$ cat src/rtl/store_unit.sv
//==============================================================================
// Module   : store_unit (with companion package store_unit_pkg)
// Purpose  : Executes SB/SH/SW store micro-ops. It computes the effective
//            address, checks alignment, places the data in its byte lanes and
//            issues one dword-wide write to memory. Completion is reported as a
//            one-cycle done pulse. A misaligned address or a missing
//            acknowledge is reported as a one-cycle exception pulse.
// Ports    : clk, rst_n                     clock, synchronous active-low reset
//            in_valid/in_ready              upstream micro-op handshake
//            in_op, in_base, in_imm, in_data  operation and operands
//            mem_req/addr/wdata/wstrb       write request, held until mem_ack
//            mem_ack                        memory accepted the write
//            done                           retired without exception
//            exc_valid/exc_cause/exc_addr   exception report
// Revision : 1.0  initial release
//==============================================================================
`default_nettype none

package store_unit_pkg;
    typedef logic [2:0] oper_t;

    localparam oper_t OP_NOP = 3'd0;
    localparam oper_t OP_SB  = 3'd1;
    localparam oper_t OP_SH  = 3'd2;
    localparam oper_t OP_SW  = 3'd3;

    localparam logic [1:0] CAUSE_NONE     = 2'b00;
    localparam logic [1:0] CAUSE_MISALIGN = 2'b01;
    localparam logic [1:0] CAUSE_TIMEOUT  = 2'b10;
endpackage

module store_unit
    import store_unit_pkg::*;
#(
    parameter int ACK_TIMEOUT = 16
) (
    input  logic        clk,
    input  logic        rst_n,

    input  logic        in_valid,
    output logic        in_ready,
    input  oper_t       in_op,
    input  logic [63:0] in_base,
    input  logic [63:0] in_imm,
    input  logic [63:0] in_data,

    output logic        mem_req,
    output logic [63:0] mem_addr,
    output logic [63:0] mem_wdata,
    output logic [7:0]  mem_wstrb,
    input  logic        mem_ack,

    output logic        done,
    output logic        exc_valid,
    output logic [1:0]  exc_cause,
    output logic [63:0] exc_addr
);

    // The wait counter only has to represent 0 .. ACK_TIMEOUT-1: the cycle in
    // which it would step onto ACK_TIMEOUT is the cycle that raises the
    // timeout, so that value never needs to be stored.
    localparam int unsigned c_cnt_w = (ACK_TIMEOUT > 1) ? $clog2(ACK_TIMEOUT) : 1;
    localparam logic [c_cnt_w-1:0] c_cnt_last = c_cnt_w'(ACK_TIMEOUT - 1);

    typedef enum logic [1:0] {
        S_IDLE = 2'd0,
        S_BUSY = 2'd1,
        S_FIN  = 2'd2,
        S_EXC  = 2'd3
    } state_t;

    state_t               r_state;
    state_t               w_state_nxt;
    logic [c_cnt_w-1:0]   r_cnt;
    logic [c_cnt_w-1:0]   w_cnt_nxt;
    logic [1:0]           r_cause;
    logic [1:0]           w_cause_nxt;
    logic [63:0]          r_ea;
    logic [63:0]          r_wdata;
    logic [7:0]           r_wstrb;

    //--------------------------------------------------------------------------
    // Decode of the offered micro-op
    //--------------------------------------------------------------------------
    logic        w_accept;
    logic [63:0] w_ea;
    logic        w_is_sb;
    logic        w_is_sh;
    logic        w_is_sw;
    logic        w_is_store;
    logic        w_misaligned;
    logic [7:0]  w_lane_strb;
    logic [63:0] w_lane_data;
    logic [7:0]  w_wstrb;
    logic [63:0] w_wdata;

    // in_ready already contains rst_n, so nothing is accepted during reset.
    assign w_accept     = in_valid && in_ready;

    // 64-bit add: the carry-out is dropped, giving wrap-around addressing.
    assign w_ea         = in_base + in_imm;

    assign w_is_sb      = (in_op == OP_SB);
    assign w_is_sh      = (in_op == OP_SH);
    assign w_is_sw      = (in_op == OP_SW);
    assign w_is_store   = w_is_sb || w_is_sh || w_is_sw;
    assign w_misaligned = (w_is_sh && w_ea[0]) || (w_is_sw && (w_ea[1:0] != 2'b00));

    // Byte enables and data are first formed at lane 0, then moved to the
    // byte offset within the dword. An aligned access never crosses the
    // dword, so nothing is lost off the top of the shift.
    always_comb begin
        w_lane_strb = 8'h00;
        w_lane_data = 64'd0;
        if (w_is_sb) begin
            w_lane_strb = 8'h01;
            w_lane_data = {56'd0, in_data[7:0]};
        end else if (w_is_sh) begin
            w_lane_strb = 8'h03;
            w_lane_data = {48'd0, in_data[15:0]};
        end else if (w_is_sw) begin
            w_lane_strb = 8'h0F;
            w_lane_data = {32'd0, in_data[31:0]};
        end
    end

    assign w_wstrb = w_lane_strb << w_ea[2:0];
    assign w_wdata = w_lane_data << {w_ea[2:0], 3'b000};

    //--------------------------------------------------------------------------
    // Next-state logic
    //--------------------------------------------------------------------------
    always_comb begin
        w_state_nxt = r_state;
        w_cnt_nxt   = r_cnt;
        w_cause_nxt = r_cause;

        case (r_state)
            S_IDLE: begin
                if (w_accept) begin
                    w_cnt_nxt = '0;
                    if (!w_is_store) begin
                        w_state_nxt = S_FIN;
                    end else if (w_misaligned) begin
                        w_state_nxt = S_EXC;
                        w_cause_nxt = CAUSE_MISALIGN;
                    end else begin
                        w_state_nxt = S_BUSY;
                    end
                end
            end

            S_BUSY: begin
                // Acknowledge is tested first so that an ack arriving in the
                // final allowed cycle still completes normally.
                if (mem_ack) begin
                    w_state_nxt = S_FIN;
                end else if (r_cnt == c_cnt_last) begin
                    w_state_nxt = S_EXC;
                    w_cause_nxt = CAUSE_TIMEOUT;
                end else begin
                    w_cnt_nxt = r_cnt + c_cnt_w'(1);
                end
            end

            S_FIN: begin
                w_state_nxt = S_IDLE;
            end

            S_EXC: begin
                w_state_nxt = S_IDLE;
            end

            default: begin
                w_state_nxt = S_IDLE;
            end
        endcase
    end

    //--------------------------------------------------------------------------
    // State and operand registers
    //--------------------------------------------------------------------------
    always_ff @(posedge clk) begin
        if (!rst_n) begin
            r_state <= S_IDLE;
            r_cnt   <= '0;
            r_cause <= CAUSE_NONE;
            r_ea    <= 64'd0;
            r_wdata <= 64'd0;
            r_wstrb <= 8'h00;
        end else begin
            r_state <= w_state_nxt;
            r_cnt   <= w_cnt_nxt;
            r_cause <= w_cause_nxt;
            if (w_accept) begin
                r_ea    <= w_ea;
                r_wdata <= w_wdata;
                r_wstrb <= w_wstrb;
            end
        end
    end

    //--------------------------------------------------------------------------
    // Outputs
    // Every output is gated by rst_n so the unit is silent for as long as
    // reset is held, not only from the first reset edge onward.
    //--------------------------------------------------------------------------
    logic w_busy;
    logic w_fin;
    logic w_exc;

    assign w_busy    = rst_n && (r_state == S_BUSY);
    assign w_fin     = rst_n && (r_state == S_FIN);
    assign w_exc     = rst_n && (r_state == S_EXC);

    assign in_ready  = rst_n && (r_state == S_IDLE);

    assign mem_req   = w_busy;
    assign mem_addr  = w_busy ? {r_ea[63:3], 3'b000} : 64'd0;
    assign mem_wdata = w_busy ? r_wdata : 64'd0;
    assign mem_wstrb = w_busy ? r_wstrb : 8'h00;

    assign done      = w_fin;
    assign exc_valid = w_exc;
    assign exc_cause = w_exc ? r_cause : CAUSE_NONE;
    assign exc_addr  = w_exc ? r_ea : 64'd0;

endmodule

`default_nettype wire

$ cat config.mk
export PLATFORM = sky130hd
export DESIGN_NAME = store_unit
export DESIGN_NICKNAME = d
export VERILOG_FILES = /design/src/rtl/store_unit.sv
export SDC_FILE = /design/constraint.sdc
export NUM_CORES = 1
export LEC_CHECK = 0
export CAP_MARGIN = 20
export CORE_UTILIZATION = 30
export DETAILED_ROUTE_END_ITERATION = 16
export MAX_ROUTING_LAYER = met4
export SLEW_MARGIN = 5
export SYNTH_ARGS = -nofsm -noshare
export SYNTH_HDL_FRONTEND = slang
export SYNTH_SLANG_ARGS = --single-unit
$ cat constraint.sdc
create_clock -name clk -period 8.6 [get_ports clk]
set_input_delay 2.15 -clock clk [delete_from_list [all_inputs] [get_ports clk]]
set_output_delay 2.15 -clock clk [all_outputs]
set_load 0.1 [all_outputs]
* Word level (Yosys, flattened, before mapping)
Cells that the tools add are included.
** Storage, ports and cells
- Memories kept :: 0
- Bits in latches :: 0
- Input bits :: 199
- Word-level logic and storage cells :: 68
- Bits in writable memories :: 0
- Bits in read-only memories :: 0
- Bits in registers :: 144
- Output and inout bits :: 206
** Operators by class
- Multipliers :: 0
- $add $sub $neg :: 2
- Reduce and logical (&&, ||, !) cells :: 17
- Equality and inequality tests :: 14
- Divide/modulo/power cells :: 0
- Bitwise operators :: 0
- Mux-type cells :: 27
- Shift-type cells :: 2
- $lt $le $gt $ge :: 0
** Operators by type and width (count)
- $mux W64 :: 3
- $mux W32 :: 3
- $add A64 B64 Y64 :: 1
- $shl A64 B6 Y64 :: 1
- $mux W4 :: 6
- $mux W2 :: 11
- $ne A2 B2 Y1 const B :: 6
- $mux W8 :: 1
- $pmux W4 S2 :: 1
- $shl A8 B3 Y8 :: 1
- $logic_and A1 B1 Y1 :: 7
- $eq A3 B2 Y1 const B :: 2
- $pmux W2 S3 :: 1
- $reduce_and A6 Y1 :: 1
- $add A4 B1 Y4 const B :: 1
- $eq A2 B2 Y1 const B :: 2
- $eq A4 B4 Y1 const B :: 1
- $pmux W2 S2 :: 1
- $reduce_and A4 Y1 :: 1
- $reduce_bool A2 Y1 :: 2
- $eq A3 B1 Y1 const B :: 1
- $logic_or A1 B1 Y1 :: 3
- $ne A3 B3 Y1 const B :: 1
- $eq A2 B1 Y1 const B :: 1
- 3 further kinds :: 3

* Depth between registers and ports, before layout
Gate-level depths: netlist of the first run.
- Word-level depth :: 8
- Gate-level depth with buffers :: 13
- Depth with buffers taken out :: 13

* Worst setup path before layout of the first run
No wires, ideal clock.
- Kind :: input port to output port
- From :: input rst_n
- To :: output mem_wdata[61]
- Cell stages on the path :: 5
- Buffers on the path :: 2
- Required time :: 6.450 ns
- Slack :: 1.762 ns
- Data arrival time :: 4.688 ns
- Cells stage by stage :: clkbuf_1 > nand2b_1 > nor2_1 > clkbuf_1 > and2_1
** Between the ends
- Cells in the longest elaborated chain, start to end :: 2
** Ends and longest elaborated chain
- start, declared :: line 38 : input logic rst_n,
- $logic_and A1 B1 Y1 :: line 212 : assign w_busy = rst_n && (r_state == S_BUSY);
- net mem_req :: line 47 : output logic mem_req,
- $mux W64 :: line 220 : assign mem_wdata = w_busy ? r_wdata : 64'd0;
- end, declared :: line 49 : output logic [63:0] mem_wdata,
The timed path passes the listed nets, and every way through them passes these cells.

* Final worst setup path of the first run
- From :: input rst_n
- To :: output exc_addr[0]
** Between the ends
- Cells in the longest elaborated chain, start to end :: 2
** Ends and longest elaborated chain
- $logic_and A1 B1 Y1 :: line 214 : assign w_exc = rst_n && (r_state == S_EXC);
- $mux W64 :: line 226 : assign exc_addr = w_exc ? r_ea : 64'd0;
- end, declared :: line 56 : output logic [63:0] exc_addr
Every way passes these cells.

==> out/metrics.csv, run 1 <==
metric,value,unit
CP Max Fanout,37,
Static Leakage,0.00635,uW
MaxCap Viol Count,0,
Avg WL per Cell,18.5,um
final core utilization,42.8,%
Worst path most repeated cell,clkdlybuf4s50_1,
Setup crit start,rst_n,
status,completed,
post-synthesis sequential area ratio,27.2,%
drt pass-1 iters,5,
switching power,761,uW
share of power burned in registers,34.1,%
cell count along the critical path,6,
DRC,0,
Worst Setup End Kind,output pin,
Core Area,0.0346,mm^2
Seq cells post-synth,144,
maximum clock frequency,0.141,GHz
die height,190,um
CP endpoint,exc_addr[0],
largest buffer count on any clock path,2,
Net Sw Frac,34.7,%
Post-Route WL,41.2,mm
Post-synth EDFFs,0,
synth unique cells,67,
Yosys warning total,0,
width of the die,190,um
Pwr Density,148,mW/mm^2
Hold WS,444,ps
Top delay family on crit path,buffers and inverters,
RePlAce Congestion,0.935,
Comb power frac,27.9,%
Worst Path Buf+Inv,3,
largest stage delay on the critical path,1140,ps
first-pass GRT wire length,62.4,mm
"Clk Latency, worst-skew pair",430,ps
Worst Path Arrival,4940,ps
I/O Pins,405,
clk sinks,144,
FF-to-FF path depth,8,
post-route ant nets,0,
slowest CP cell,clkdlybuf4s50_1,
worst vdd ir,132,uV
largest net degree at the start of global routing,96,
grt ovf,0,
H-tree levels,4,
Starting DRT DRC Count,888,
r2r startpoint,r_state[0],
Tightest Pin Transition,1020,ps
fin crit period,7090,ps
placed inst area,0.0142,mm^2
Initial Utilization,30.6,%
RSZ-0062 raised after global routing,false,
Post-CTS Setup Repair Bufs,0,
Final Hold Viols,0,
Reg2Reg Setup Slack,5650,ps
vias per cell,5.20,
Area Growth Syn to Fin,40.0,%
average size of a mapped cell,7.32,um^2
internal power,1430,uW
Critical Path RT,6450,ps
nets,2024,
DIE AREA,0.0360,mm^2
antenna violations before repair,0,
cell count after synthesis,1445,
CTS resizes,0,
critical setup path kind,in2out,
GRT Util Overall,22.8,%
crit start category,input pin,
Antenna Cells,0,
Port Buffers,369,
via count,11600,
Async SR Flop Fraction,0,%
dpl hpwl,31.1,mm
dominant synthesized flop cell,dfxtp_1,
metal3 WL,2.25,mm
CTS tree,built,
Final Power,2190,uW
"commonest non-fill, non-tap cells in the layout","203 x and2_1, 195 x buf_4, 189 x nand2_1",
hold buffers post-CTS,0,
max layer used,met4,
max-slew violation count,0,
Setup TNS,0,ps
Rows,68,
Hold Startpoint,r_ea[2],
worst hold-check path type,reg2reg,
post-route clock period utilization,82.5,%
routed wl met2,19.6,mm
vias in the first global route,11000,
Reg-to-Reg End,r_wdata[36],
clock skew,15.1,ps
Post-Route M1 WL,18.3,mm
cells along the critical path,"clkdlybuf4s50_1, buf_4, nand2_1, nor2_4, and2_1, clkdlybuf4s50_1",
share of post-route cells with drive strength above 1,14.1,%
Clock Power Share,38.0,%
"Design Area, Final",0.0148,mm^2
Clock Pin Slew Worst Setup and Hold Paths,60,ps
"commonest non-fill, non-tap cell in the layout",and2_1,
max_slew headroom,31.9,%
Num CTS Buffers,17,
final setup fails,0,
CTS root buf,clkbuf_16,
Post-Syn Area,0.0106,mm^2
==> stage by stage <==
| stage | std cells | setup WS, ps |
|---|---|---|
| floorplan | 1447 | 1760 |
| global placement | 2196 | 1510 |
| detailed placement | 2196 | 1450 |
| CTS | 2228 | 1440 |
| global route | 2228 | 1340 |
| finish | 2228 | 1510 |
==> worst min path at each step <==
stage,to,slack (ps),cells past startpoint
4_1_cts,r_ea[2],440,2
3_5_place_dp,r_ea[2],430,2
5_1_grt,r_ea[0],470,2
3_3_place_gp,r_wstrb[0],430,1
6_report,r_ea[2],440,2
2_1_floorplan,r_ea[2],420,2
==> worst register-to-register path: cells and delay by family (launching register included) <==
| kind | cells | cell delay (ps) |
|---|---|---|
| and+or+nand+nor | 6 | 2140 |
| DFF | 1 | 370 |
| AOI/OAI and AO/OA | 2 | 370 |
==> final cells by class <==
type | count | area, um^2
fillers | 3621 | 19800
repair buffers | 382 | 3350
well taps | 455 | 569
multi-input cells | 1183 | 7260
clock buffers | 17 | 425
flip-flops and latches | 144 | 2880
inverters | 32 | 120
clock inverters | 15 | 216
==> cells by family (layout without fill, tap and decap cells) <==
family	after synthesis	in the layout	synth area share, %
simple gates	613	613	29.0
mux	11	11	1.05
flops	144	144	27.2
fa+ha+maj	65	65	7.76
compound gates	433	433	25.6
other cells	1	3	0.0354
xor+xnor	58	58	4.80
buf+inv	120	446	4.53
==> state kept, by name, indices dropped and copies added, names as in the netlist <==
| register | cells |
|---|---|
| r_cnt | 4 |
| r_wdata | 64 |
| r_cause | 2 |
| r_wstrb | 8 |
| r_ea | 64 |
| r_state | 2 |
==> metal layers <==
layer,track usage [%],vias to the layer above
met5,-,-
met4,7.23,0
met3,2.73,53
met2,37.9,433
met1,28.7,5392
li1,-,5707
==> power groups by stage <==
stage / clock network [uW] / registers [uW] / logic [uW]
floorplan: 0 / 745 / 402
global placement: 0 / 762 / 604
detailed placement: 0 / 762 / 607
CTS: 852 / 747 / 611
global route: 881 / 753 / 671
finish: 832 / 747 / 612
==> synthesized netlist by cell type, types with 5 or more instances <==
cell      instances  area, um^2
a211oi_1          9        67.6
a21o_1           36         270
a21oi_1         145         726
a221oi_1          6        52.6
a222oi_1          9        90.1
a22o_1           22         193
a22oi_1          17         128
a31oi_1          16         100
and2_1          204        1280
and3_1           11        68.8
buf_1             9        33.8
clkbuf_1         71         267
dfxtp_1         144        2880
ha_1             64         801
inv_1            32         120
mux2i_1          10         100
nand2_1         190         713
nand2b_1          6        37.5
nand3_1          23         115
nand4_1          22         138
nor2_1          111         417
nor3_1           17        85.1
nor4_1            5        31.3
o211ai_1          5        37.5
o21a_1            6        45.0
o21ai_0          99         495
o21ai_1          10        50.1
o21bai_1         16         120
o221ai_1          8        70.1
or3_1             6        37.5
xnor2_1          37         324
xor2_1           21         184
Power figures use the tool's default switching activity.
==> inputs of run 2 (changes only) <==
- clock period: 8.6 -> 7.2 ns (I/O delays scaled with it)
==> run 2 against run 1 <==
  * Die area is the same
  * Clock power rose by 10%
  * Sequential share of layout area increased by 0.12 points
  * Final area decreased by 0.59%
  * Final cell count increased by 0.18%
  * Total power rose by 16%
  * Hold slack improved by 2.4 ps
  * Worst setup slack got worse by 180 ps
  * Sequential power rose by 20%
  * Utilization fell by 0.25 points
  * Clock-buffer cell count is 2 higher
  * Non-clock buffer count is 1 higher
  * Critical path type unchanged
==> out/metrics.csv, run 2 (same netlist as run 1, synthesis figures left out) <==
metric,value,unit,change
dpl ws,1260,ps,-190 ps
share of post-route cells with drive strength above 1,15.3,%,+1.2 points
RSZ-0062 raised after global routing,false,,
first-pass GRT wire length,62.6,mm,+0.39%
Setup TNS,0,ps,unchanged
Avg WL per Cell,18.8,um,+1.5%
Global Route met1 Usage,29.1,%,+0.40 points
worst setup margin,1330,ps,-179 ps
antenna violations before repair,2,,+2
Pwr Density,173,mW/mm^2,+17%
nets,2025,,+0.049%
Area Growth Syn to Fin,39.2,%,
CP endpoint,mem_wdata[54],,
GR peak layer,met2,,
DIE AREA,0.0360,mm^2,unchanged
Reg-to-Reg End,r_wdata[36],,
via count,11600,,+0.41%
Worst Setup End Kind,output pin,,
Post-CTS Setup Repair Bufs,0,,unchanged
M3 GR Usage,3.01,%,+0.28 points
max-slew violation count,0,,unchanged
crit start category,input pin,,
DRC,0,,unchanged
FILL cells,3535,,-2.4%
CTS resizes,0,,unchanged
r2r startpoint,r_state[0],,
MaxCap Viol Count,0,,unchanged
clk sinks,144,,unchanged
vias per cell,5.21,,+0.23%
dpl hpwl,32.3,mm,+3.7%
GRT Util Overall,23.0,%,+0.19 points
Port Buffers,369,,unchanged
Tightest Pin Transition,1130,ps,+111 ps
FF-to-FF path depth,8,,unchanged
Critical Path RT,5400,ps,-1050 ps
"commonest non-fill, non-tap cell in the layout",buf_4,,
WHS Path Cells,2,,unchanged
vias in the first global route,11100,,+0.35%
Largest regs,"r_ea x64, r_wdata x64, r_wstrb x8",,
I/O Pins,405,,unchanged
RePlAce Congestion,0.932,,-0.29%
Starting DRT DRC Count,776,,-13%
maximum clock frequency,0.170,GHz,
H-tree levels,4,,unchanged
Rows,68,,unchanged
critical setup path kind,in2out,,
largest net degree at the start of global routing,74,,-23%
Post-Route WL,41.9,mm,+1.6%
Setup crit start,rst_n,,
Clock Pin Slew Worst Setup and Hold Paths,70,ps,about the same
Num CTS Buffers,17,,unchanged
worst vdd ir,152,uV,+16%
"commonest non-fill, non-tap cells in the layout","215 x buf_4, 203 x and2_1, 189 x nand2_1",,
drt pass-1 iters,5,,unchanged
Reg2Reg Setup Slack,4290,ps,-1360 ps
post-route ant nets,0,,unchanged
fin crit period,5870,ps,
CTS root buf,clkbuf_16,,
Initial Utilization,30.6,%,unchanged
Core Area,0.0346,mm^2,unchanged
placed inst area,0.0141,mm^2,-0.35%
"Design Area, Final",0.0147,mm^2,-0.59%
CP Max Fanout,40,,+8.1%
die height,190,um,unchanged
status,completed,,
"Clk Latency, worst-skew pair",420,ps,about the same
Final Hold Viols,0,,unchanged
clock skew,11.1,ps,-4.00 ps
final setup fails,0,,unchanged
global routing usage on met2,38.2,%,+0.21 points
max_slew headroom,24.1,%,-7.8 points
post-route clock period utilization,81.6,%,
Static Leakage,0.00638,uW,+0.47%
grt ovf,0,,unchanged
worst hold-check path type,reg2reg,,
largest buffer count on any clock path,2,,unchanged
CTS tree,built,,
hold buffers post-CTS,0,,unchanged
Worst Path Arrival,4070,ps,-870 ps
width of the die,190,um,unchanged
run 2: cell types whose count changed in the layout (fill, tap and decap cells not counted), sizes merged:
cell,change
buf,+20
bufinv,-2
clkinvlp,-1
diode,+3
clkbuf,+3
clkinv,+1
clkdlybuf4s50,-20
run 2: worst max-delay path, cell delays in order:
cell	delay (ps)
clkdlybuf4s50_1	500
nand2b_1	170
nor2_4	710
buf_4	370
and2_1	210
buf_4	300
run 2: area by class of cell:
cell class,count,area [um^2],area share (%)
multi-input cells,1183,7260,49.3
clock inverters,13,139,0.943
diodes,3,7.51,0.0510
well taps,455,569,3.86
clock buffers,19,453,3.07
inverters,32,120,0.815
repair buffers,383,3300,22.4
flip-flops and latches,144,2880,19.6
run 2: how the worst min path moves through the flow:
| stage | slack (ps) | end | start |
|---|---|---|---|
| CTS | 450 | r_ea[2] | r_ea[2] |
| detailed placement | 430 | r_ea[2] | r_ea[2] |
| global placement | 430 | r_wdata[25] | r_wdata[25] |
| finish | 450 | r_wdata[63] | r_wdata[63] |
| global route | 470 | r_wstrb[1] | r_wstrb[1] |
| floorplan | 420 | r_ea[2] | r_ea[2] |
run 2: power by group:
group	total, uW	leakage [uW]	switching, uW	internal, uW
clock	919	0.000295	410	509
combinational	734	0.00491	443	291
sequential	894	0.00117	42.6	851
run 2: metal layers:
metal | vias to the layer above | share of wire [%] | wire [um]
met2 | 437 | 48 | 19900
met3 | 57 | 5.4 | 2260
met4 | 0 | 2.2 | 902
met5 | - | 0 | 0
li1 | 5704 | - | -
met1 | 5435 | 45 | 18800
run 2: through the flow:
step	std cells	total power, uW	hold WS, ps	utilization [%]
6_report	2232	2550	446	42.5
5_1_grt	2231	2680	473	42.5
4_1_cts	2228	2570	451	42.5
3_5_place_dp	2196	1640	434	40.8
3_3_place_gp	2196	1630	428	40.8
2_1_floorplan	1447	1370	415	-
